**config.mk**
```make
export PLATFORM = sky130hd
export DESIGN_NAME = mux_scan_capture
export DESIGN_NICKNAME = d
export VERILOG_FILES = /design/src/rtl/mux_scan_capture.sv
export SDC_FILE = /design/constraint.sdc
export NUM_CORES = 1
export LEC_CHECK = 0
export ABC_CLOCK_PERIOD_IN_PS = 5100
export BUFFER_PORTS_ARGS = -buffer_cell sky130_fd_sc_hd__buf_2
export CAP_MARGIN = 10
export CORE_ASPECT_RATIO = 1.1
export CORE_UTILIZATION = 53
export CTS_CLUSTER_DIAMETER = 50
export DETAILED_ROUTE_END_ITERATION = 10
export GPL_TIMING_DRIVEN = 0
export PLACE_DENSITY = 0.86
export SLEW_MARGIN = 20
export SYNTH_ARGS = -nofsm -noshare
export SYNTH_HDL_FRONTEND = slang
export SYNTH_SLANG_ARGS = --single-unit
```
**constraint.sdc**
```tcl
create_clock -name clock -period 5.1 [get_ports clock]
set_input_delay 0 -clock clock [delete_from_list [all_inputs] [get_ports clock]]
set_output_delay 0 -clock clock [all_outputs]
set_load 0.05 [all_outputs]
```
**src/rtl/mux_scan_capture.sv**
```systemverilog
// Scan controller for the 7-to-1 switch mux: steps the select through every channel,
// samples once per channel after a fixed dwell and publishes a whole frame at a time.
`timescale 1ns/1ps

module mux_scan_capture #(
  parameter int PERIOD = 4
) (
  input  logic       clock,
  input  logic       resetn,
  input  logic       start,
  input  logic       continuous,
  input  logic       mux_in,
  output logic [2:0] sel,
  output logic [2:0] chan,
  output logic [6:0] pattern,
  output logic       busy,
  output logic       frame_done
);

  localparam int CW = (PERIOD > 1) ? $clog2(PERIOD) : 1;
  localparam logic [CW-1:0] RELOAD = CW'(PERIOD - 1);

  typedef enum logic [1:0] {
    S_IDLE   = 2'd0,
    S_DWELL  = 2'd1,
    S_SAMPLE = 2'd2,
    S_DONE   = 2'd3
  } state_e;

  // Channel order is fixed by the mux decode; code 3'd5 is never driven.
  function automatic logic [2:0] chan_code(input logic [2:0] ch);
    logic [2:0] code;
    case (ch)
      3'd0:    code = 3'd0;
      3'd1:    code = 3'd1;
      3'd2:    code = 3'd2;
      3'd3:    code = 3'd3;
      3'd4:    code = 3'd6;
      3'd5:    code = 3'd7;
      3'd6:    code = 3'd4;
      default: code = 3'd0;
    endcase
    return code;
  endfunction

  state_e         state_q, state_d;
  logic [CW-1:0]  cnt_q, cnt_d;
  logic [2:0]     chan_q, chan_d;
  logic [2:0]     sel_q, sel_d;
  logic [6:0]     shadow_q, shadow_d;
  logic [6:0]     pattern_q, pattern_d;
  logic           busy_q, busy_d;
  logic           done_q, done_d;

  // State register.
  always_ff @(posedge clock or negedge resetn) begin
    if (!resetn) begin
      state_q <= S_IDLE;
    end else begin
      state_q <= state_d;
    end
  end

  // Next-state decode.
  always_comb begin
    state_d = state_q;
    case (state_q)
      S_IDLE: begin
        if (start) state_d = S_DWELL;
        else       state_d = S_IDLE;
      end
      S_DWELL: begin
        if (cnt_q == '0) state_d = S_SAMPLE;
        else             state_d = S_DWELL;
      end
      S_SAMPLE: begin
        if (chan_q == 3'd6) state_d = S_DONE;
        else                state_d = S_DWELL;
      end
      S_DONE: begin
        if (continuous) state_d = S_DWELL;
        else            state_d = S_IDLE;
      end
      default: state_d = S_IDLE;
    endcase
  end

  // Datapath and registered-output next values; sel/chan only move on DWELL entry.
  always_comb begin
    cnt_d     = cnt_q;
    chan_d    = chan_q;
    sel_d     = sel_q;
    shadow_d  = shadow_q;
    pattern_d = pattern_q;
    case (state_q)
      S_IDLE: begin
        if (start) begin
          chan_d = 3'd0;
          sel_d  = chan_code(3'd0);
          cnt_d  = RELOAD;
        end else begin
          cnt_d  = cnt_q;
        end
      end
      S_DWELL: begin
        if (cnt_q != '0) cnt_d = cnt_q - CW'(1);
        else             cnt_d = cnt_q;
      end
      S_SAMPLE: begin
        shadow_d[chan_q] = mux_in;
        if (chan_q == 3'd6) begin
          pattern_d = {mux_in, shadow_q[5:0]};
        end else begin
          chan_d = chan_q + 3'd1;
          sel_d  = chan_code(chan_q + 3'd1);
          cnt_d  = RELOAD;
        end
      end
      S_DONE: begin
        if (continuous) begin
          chan_d = 3'd0;
          sel_d  = chan_code(3'd0);
          cnt_d  = RELOAD;
        end else begin
          cnt_d  = cnt_q;
        end
      end
      default: begin
        cnt_d = cnt_q;
      end
    endcase
    busy_d = (state_d != S_IDLE);
    done_d = (state_q == S_SAMPLE) && (chan_q == 3'd6);
  end

  // Datapath and output registers.
  always_ff @(posedge clock or negedge resetn) begin
    if (!resetn) begin
      cnt_q     <= '0;
      chan_q    <= 3'd0;
      sel_q     <= 3'd0;
      shadow_q  <= 7'd0;
      pattern_q <= 7'd0;
      busy_q    <= 1'b0;
      done_q    <= 1'b0;
    end else begin
      cnt_q     <= cnt_d;
      chan_q    <= chan_d;
      sel_q     <= sel_d;
      shadow_q  <= shadow_d;
      pattern_q <= pattern_d;
      busy_q    <= busy_d;
      done_q    <= done_d;
    end
  end

  assign sel        = sel_q;
  assign chan       = chan_q;
  assign pattern    = pattern_q;
  assign busy       = busy_q;
  assign frame_done = done_q;

endmodule
```
Yosys cells after proc, flatten, opt, wreduce, memory -nomap -nowiden. Cells that the tools add are included.

Register bits: 26. Bits of input ports: 5. Word-level logic and storage cells: 56.

Add/subtract/negate cells: 2. Magnitude comparators: 2. Equal/unequal tests: 14. Muxes and demuxes: 20. Reduce and logical (&&, ||, !) cells: 10.

Operators by type and width (count): $pmux 3 s3 (2); $pmux 3 s6 (1); $pmux 2 s4 (2); $eq 3x3->1 const B (4); $mux 2 (6); $mux 3 (4); $ne 2x2->1 const B (4); $reduce_and 4->1 (2); $bwmux 7 (1); $eq 3x2->1 const B (2); $eq 2x2->1 const B (2); $logic_not 2->1 (2); $lt 3x4->1 const B (1); $reduce_bool 2->1 (2); $add 3x1->3 const B (1); $demux 1 s3 (1); $eq 3x1->1 const B (1); $ge 3x1->1 const B (1); $mux 1 (3); $reduce_bool 3->1 (1); $eq 2x1->1 const B (1); $logic_and 1x1->1 (2); $reduce_and 2->1 (1); $sub 2x1->2 const B (1).

Logic depth before layout (Yosys ltp). Gate-level depths: netlist of run 1.

Depth in word-level cells: 5. Depth in mapped cells: 5.

Worst setup path after synthesis of run 1. Ideal clock, no wire load.

Kind: register to register. From: register chan_q[0], in the netlist chan[0]. To: register sel_q[2], in the netlist sel[2]. Arrival: 1.811 ns. Data required time: 4.975 ns. Path slack: 3.164 ns. Stages on the path, launching flop included: 6. Cell sequence: dfrtp_1 -> inv_2 -> ha_1 -> nand3b_1 -> a31oi_4 -> mux2_2.

Cells in the longest elaborated chain, start to end: 5.

RTL lines: start, declared (line 48) `logic [2:0] chan_q, chan_d;`; start signal, assigned (line 148) `chan_q <= chan_d;`; $add 3x1->3 (line 115) `sel_d = chan_code(chan_q + 3'd1);`; $eq 3x3->1, or another cell as far along (line 33) `case (ch)`; $pmux 3 s6 (line 33); $mux 3 (line 111) `if (chan_q == 3'd6) begin`; $pmux 3 s3 (line 95) `case (state_q)`; end signal, assigned (line 149) `sel_q <= sel_d;`; end, declared (line 49) `logic [2:0] sel_q, sel_d;`.

Several ways; a longest one is shown, not always the timed one. The select of a mux whose other input is x is not followed. A chain may end at the register's enable or synchronous reset.

Worst setup path in the final report of run 1. Ends and elaborated chain as after synthesis.

==> results of run 1 <==
==> cells in the mapped netlist (all sizes together) <==
library cell,number,area (um^2)
ha,7,87.6
a311o,1,10.0
nor3b,3,27.5
and3b,1,8.76
and4,1,10.0
nand2b,2,12.5
o21ai,1,5.00
a21oi,1,5.00
buf,3,15.0
nand4,1,6.26
nand2,6,22.5
xnor2,1,8.76
a2bb2oi,1,8.76
mux2,14,158
nor2b,2,15.0
mux2i,4,40.0
mux4,1,22.5
nand3,1,10.0
a31oi,2,27.5
or4,1,7.51
nand3b,2,15.0
o2bb2ai,1,8.76
o41ai,1,8.76
nor3,4,20.0
inv,8,30.0
nor4,3,18.8
dfrtp,25,626
o21a,1,7.51
==> tightest hold or removal path: stages <==
cell	delay (ps)
buf_2	100
nor2b_1	60
mux2i_1	120
==> per-layer routing <==
layer | share of wire | track usage | vias up
met1 | 0.46 | 0.214 | 400
li1 | - | - | 406
met2 | 0.50 | 0.340 | 14
met3 | 0.025 | 0.0310 | 2
met4 | 0.0078 | 0.0833 | 0
met5 | 0 | 0 | -
==> worst paths after layout <==
check | endpoint | start | slack (ps)
hold reg to reg | pattern[4] | pattern[4] | 510
min in group asynchronous | busy | resetn | 190
setup reg to reg | sel[2] | chan[0] | 3270
setup / recovery | sel[2] | chan[0] | 3270
hold / removal | state_q[0] | continuous | 10
max in group asynchronous | shadow_q[3] | resetn | 4530
==> cells in the final DEF, fill, tap and decap left out, types with 2 or more instances in the layout <==
cell type	synthesis	layout
nand2_1	6	6
inv_1	7	7
nor4_1	3	3
nand3b_1	2	2
mux2_2	13	13
ha_1	7	7
buf_2	3	22
mux2i_1	4	4
nor3_1	4	4
clkbuf_4	0	3
nor3b_1	2	2
dfrtp_1	25	25
nand2b_1	2	2
dlygate4sd3_1	0	3
==> through the flow <==
| step | setup WS (ps) | hold slack [ps] |
|---|---|---|
| floorplan | 3160 | -296 |
| global placement | 3300 | 5.29 |
| detailed placement | 3280 | 21.0 |
| CTS | 3260 | 5.42 |
| global route | 3150 | 37.8 |
| finish | 3270 | 14.3 |
==> kinds of logic after synthesis <==
family | share of synthesized area
multiplexers | 0.177
buffers and inverters | 0.0363
adder cells (fa/ha/maj) | 0.0705
AND/OR/NAND/NOR | 0.140
XOR/XNOR | 0.00705
AO/OA/AOI/OAI | 0.0655
flip-flops | 0.504
==> state kept, by name, summed over array words and instances (netlist names) <==
name	cells
sel	3
shadow_q	6
chan	3
frame_done	1
state_q	2
busy	1
pattern	7
cnt_q	2
==> cell type report <==
class                      count  share of cell area
inverter                       8              0.0210
clock buffer                   4              0.0184
multi-input combinational     63               0.399
tap                           30              0.0262
buffer                         3              0.0105
sequential                    25               0.437
timing repair buffer          22              0.0874
==> power by group <==
part           internal [mW]  switching, mW
clock                 0.0305         0.0536
combinational         0.0753          0.106
sequential             0.229         0.0202
total                  0.334          0.180
==> flow_summary.json, run 1 <==
{
  "regArea_um2": 626,
  "drcViolationCount": 0,
  "stdcell_count": 155,
  "drive_gt1_frac": 0.360,
  "dieWidth_um": 48.2,
  "maxCapViolations": 0,
  "slew_viol_final": 0,
  "dieArea_mm2": 0.00254,
  "initial_utilization": 0.557,
  "dieHeight_um": 52.8,
  "cts_buffers": 3,
  "cts_tree": "yes",
  "drt-vias-per-instance": 5.30,
  "grt_pass1_vias": 805,
  "syn_avg_cell_area_um2": 12.5,
  "skew_ps": 10.8,
  "ys_types": 33,
  "hp-class": "in -> reg",
  "synth_area_mm2": 0.00124,
  "n_antenna_cell": 0,
  "clk_path_buf_depth": 2,
  "totalWireLength_mm": 2.06,
  "drt_iter0_drc": 6,
  "cts-hold-fix-buffers": 3,
  "ctsResizeCount": 0,
  "ys_warn_count": 0,
  "cpLargestDelayFamily": "flip-flops",
  "ys_seq_elements": 25,
  "endpoint_kind": "flop",
  "hold_viol": 0,
  "min_period_ps": 1830,
  "period_share": 0.359,
  "crit_fanout": 8,
  "gr-total-overflow": 0,
  "status": "finished, final reports clean",
  "rsz0062_at_grt": "no",
  "antenna_found_initial": 0,
  "port_buffers": 19,
  "worstPathRequired_ps": 5310,
  "start_kind": "flop",
  "cp.arrival_ps": 2040,
  "clk_pin_slew_ps": 130,
  "ant_nets": 0,
  "dp.cells": 148,
  "final_area_mm2": 0.00143,
  "total_power_uw": 514,
  "worst-path-stages": 5,
  "path_cells": "inv_2 -> ha_1 -> nand3b_1 -> a31oi_4 -> mux2_2",
  "r2r_cells": 5,
  "cp_num_buf_inv": 1,
  "tns_ps": 0,
  "utilization": 0.642,
  "fmax_mhz": 546,
  "synth_cells": 99,
  "grt_first_pass_wirelength_mm": 3.32,
  "insertion_delay_ps": 310,
  "grt_max_degree": 26,
  "route.detailed.wl_per_inst_um": 13.3,
  "multi_input_area_um2": 572,
  "cts_max_level": 1,
  "placementRows": 18,
  "worst_slew_pin_slew_ps": 552,
  "cts_setup_buffers": 0,
  "path_class": "reg -> reg",
  "ir_drop_uv": 185,
  "synth_nets": 111,
  "slowest_stage": "dfrtp_1",
  "slowest_delay_ps": 490,
  "fillers": 194,
  "routabilityCongestion": 0.757,
  "num_vias": 822,
  "hold_depth": 3,
  "p_leak_nw": 0.720,
  "io_pins": 20,
  "area_growth_pct": 15.2,
  "cts_sinks": 25,
  "dpl_cell_area_mm2": 0.00138,
  "coreArea_mm2": 0.00223,
  "maxSlewHeadroom": 0.632,
  "setup_viol": 0,
  "synth.yosys.seq_area_share": 0.504,
  "grt_usage": 0.192,
  "p_per_area_mw_per_mm2": 359,
  "clock_tree.root_cell": "clkbuf_4",
  "nNetsFinal": 138,
  "post-dp-hpwl_mm": 1.49,
  "first_pass_iters": 4
}
Note: power is estimated with default switching activity, not from simulation.
==> inputs of run 2 (changes only) <==
ABC_AREA = 1   (was default)
ABC_CLOCK_PERIOD_IN_PS = 1860   (was 5100)
PLACE_DENSITY = 0.85   (was 0.86)
clock period = 1.86 ns   (was 5.1 ns; I/O delays follow)
==> run 2 against run 1 <==
Critical path depth stayed put. Clock skew is 6.8 ps lower. Sequential cell count stayed put. Maximum frequency is 9.8% higher. Via count is 23% higher. Critical path type unchanged. Largest power group unchanged.
==> flow_summary.json, run 2 <==
{
  "p_sw_uw": 715,
  "ys_types": 20,
  "preCtsSetupSlack_ps": 241,
  "placementRows": 18,
  "dieArea_mm2": 0.00261,
  "async_flop_share": 1.00,
  "p_leak_nw": 0.819,
  "coreArea_mm2": 0.00225,
  "antenna_found_initial": 0,
  "period_share": 0.896,
  "hp-class": "in -> reg",
  "maxSlewHeadroom": 0.635,
  "hold_depth": 5,
  "insertion_delay_ps": 320,
  "fmax_mhz": 600,
  "clk_pin_slew_ps": 130,
  "final_area_mm2": 0.00148,
  "ir_drop_uv": 1030,
  "cts_buffers": 3,
  "setup_viol": 0,
  "synth_area_leaders": "dfrtp_1 49%, nand2_1 16%, ha_1 6.9%",
  "synth.top_cell.area_share": 0.490,
  "cts_tree": "yes",
  "setup_ws_ps": 194,
  "num_vias": 1015,
  "route.detailed.wl_per_inst_um": 11.2,
  "power_frac_comb": 0.417,
  "sw_frac_of_total": 0.431,
  "path_class": "reg -> reg",
  "min-delay-start": "start",
  "synth.most_common_cell": "nand2_1",
  "status": "finished, final reports clean",
  "start_kind": "flop",
  "hold_viol": 0,
  "cp_common_cell": "nand2_1",
  "post-dp-hpwl_mm": 1.71,
  "path_cells": "nand2_1 -> inv_1 -> nand2_1 -> o311ai_0 -> dlygate4sd3_1",
  "final_cell_mix": "54 x nand2_1, 25 x dfrtp_1, 20 x buf_2",
  "worstPathRequired_ps": 2070,
  "maxCapViolations": 0,
  "cpLargestDelayFamily": "buffers and inverters",
  "stdcell_count": 207,
  "n_antenna_cell": 0,
  "r2r_cells": 5,
  "synth_nets": 162,
  "total_power_mw": 1.66,
  "utilization": 0.656,
  "io_pins": 20,
  "cts_sinks": 25,
  "p_per_area_mw_per_mm2": 1120,
  "sequentialPowerShare": 0.436,
  "dieWidth_um": 48.8,
  "nNetsFinal": 190,
  "routabilityCongestion": 0.865,
  "skew_ps": 4.01,
  "slew_viol_final": 0,
  "drt_iter0_drc": 27,
  "syn_avg_cell_area_um2": 8.52,
  "clock_tree.root_cell": "clkbuf_4",
  "cts_max_level": 1,
  "synth_area_mm2": 0.00128,
  "yosys-top-cells-count": "54 x nand2_1, 25 x dfrtp_1, 19 x inv_1",
  "drt-vias-per-instance": 4.90,
  "slowest_stage": "dlygate4sd3_1",
  "synth-main-ff-cell": "dfrtp_1",
  "ys_seq_elements": 25,
  "clk_path_buf_depth": 2,
  "totalWireLength_mm": 2.33,
  "first_pass_iters": 4,
  "crit_fanout": 5,
  "cp.arrival_ps": 1880,
  "drcViolationCount": 0,
  "endpoint_kind": "flop",
  "synth_cells": 150,
  "gr-total-overflow": 0,
  "dpl_cell_area_mm2": 0.00141,
  "timing.hold.ws_ps": 48.1,
  "clkPwrFrac": 0.147,
  "worstReg2RegStart": "state_q[0]",
  "drive_gt1_frac": 0.198,
  "grt_max_degree": 26,
  "slowest_delay_ps": 590,
  "worst_slew_pin_slew_ps": 547,
  "largest_reg_flops": 7,
  "grt_usage": 0.224,
  "final_common_cell": "nand2_1",
  "min_period_ps": 1670,
  "synth_edf_count": 0,
  "ant_nets": 0,
  "worst-path-stages": 5,
  "synth.yosys.seq_area_share": 0.490,
  "rsz0062_at_grt": "no",
  "dp.cells": 199,
  "dieHeight_um": 53.5,
  "startpoint": "state_q[0]",
  "area_growth_pct": 15.6,
  "cp_num_buf_inv": 2,
  "port_buffers": 19,
  "intPower_uw": 944,
  "grt_pass1_vias": 1033,
  "ys_warn_count": 0,
  "yosysTopAreaCell": "dfrtp_1",
  "initial_utilization": 0.567,
  "grt_first_pass_wirelength_mm": 4.31,
  "tns_ps": 0,
  "cts_setup_buffers": 0
}
==> run 2: kinds of logic (layout without fill, tap and decap cells) <==
logic type,count (synthesis),after routing,synth area share
AO/OA/AOI/OAI,15,15,0.0646
flip-flops,25,25,0.490
AND/OR/NAND/NOR,79,79,0.298
buffers and inverters,24,51,0.0793
adder cells (fa/ha/maj),7,7,0.0686
==> run 2: path summary, 6_finish.rpt <==
path | to | slack, ps
setup / recovery | state_q[0] | 190
hold / removal | busy | 50
setup reg to reg | state_q[0] | 190
hold reg to reg | pattern[0] | 490
max in group asynchronous | state_q[1] | 1310
min in group asynchronous | pattern[5] | 180
==> run 2: timing repair <==
item,4_1_cts,5_1_grt
endpoints found under the hold margin,28,0
hold buffers,4,0
setup endpoints to repair,0,0
resized for setup,0,0
==> run 2: worst min-delay path: cells and delay by family <==
kind,cells,cell delay (ps)
buffers and inverters,3,170
and+or+nand+nor,2,170
==> run 2: area by class of cell <==
cell class / instances / area, um^2
buffer: 2 / 16.3
clock buffer: 4 / 26.3
fill: 189 / 776
inverter: 22 / 85.1
multi-input combinational: 101 / 551
sequential: 25 / 626
tap: 30 / 37.5
timing repair buffer: 23 / 135
==> run 2: power by group through the flow <==
stage / clock, mW / combinational (mW) / sequential [mW]
6_report: 0.244 / 0.692 / 0.724
5_1_grt: 0.272 / 0.787 / 0.734
4_1_cts: 0.250 / 0.691 / 0.721
3_5_place_dp: 0 / 0.660 / 0.731
3_3_place_gp: 0 / 0.627 / 0.725
2_1_floorplan: 0 / 0.411 / 0.836
==> run 2: per-layer routing <==
metal | up-vias | part of all wire | global-route usage
li1 | 520 | - | -
met1 | 463 | 0.45 | 0.254
met2 | 26 | 0.49 | 0.396
met3 | 6 | 0.030 | 0.0374
met4 | 0 | 0.024 | 0.142
met5 | - | 0 | 0
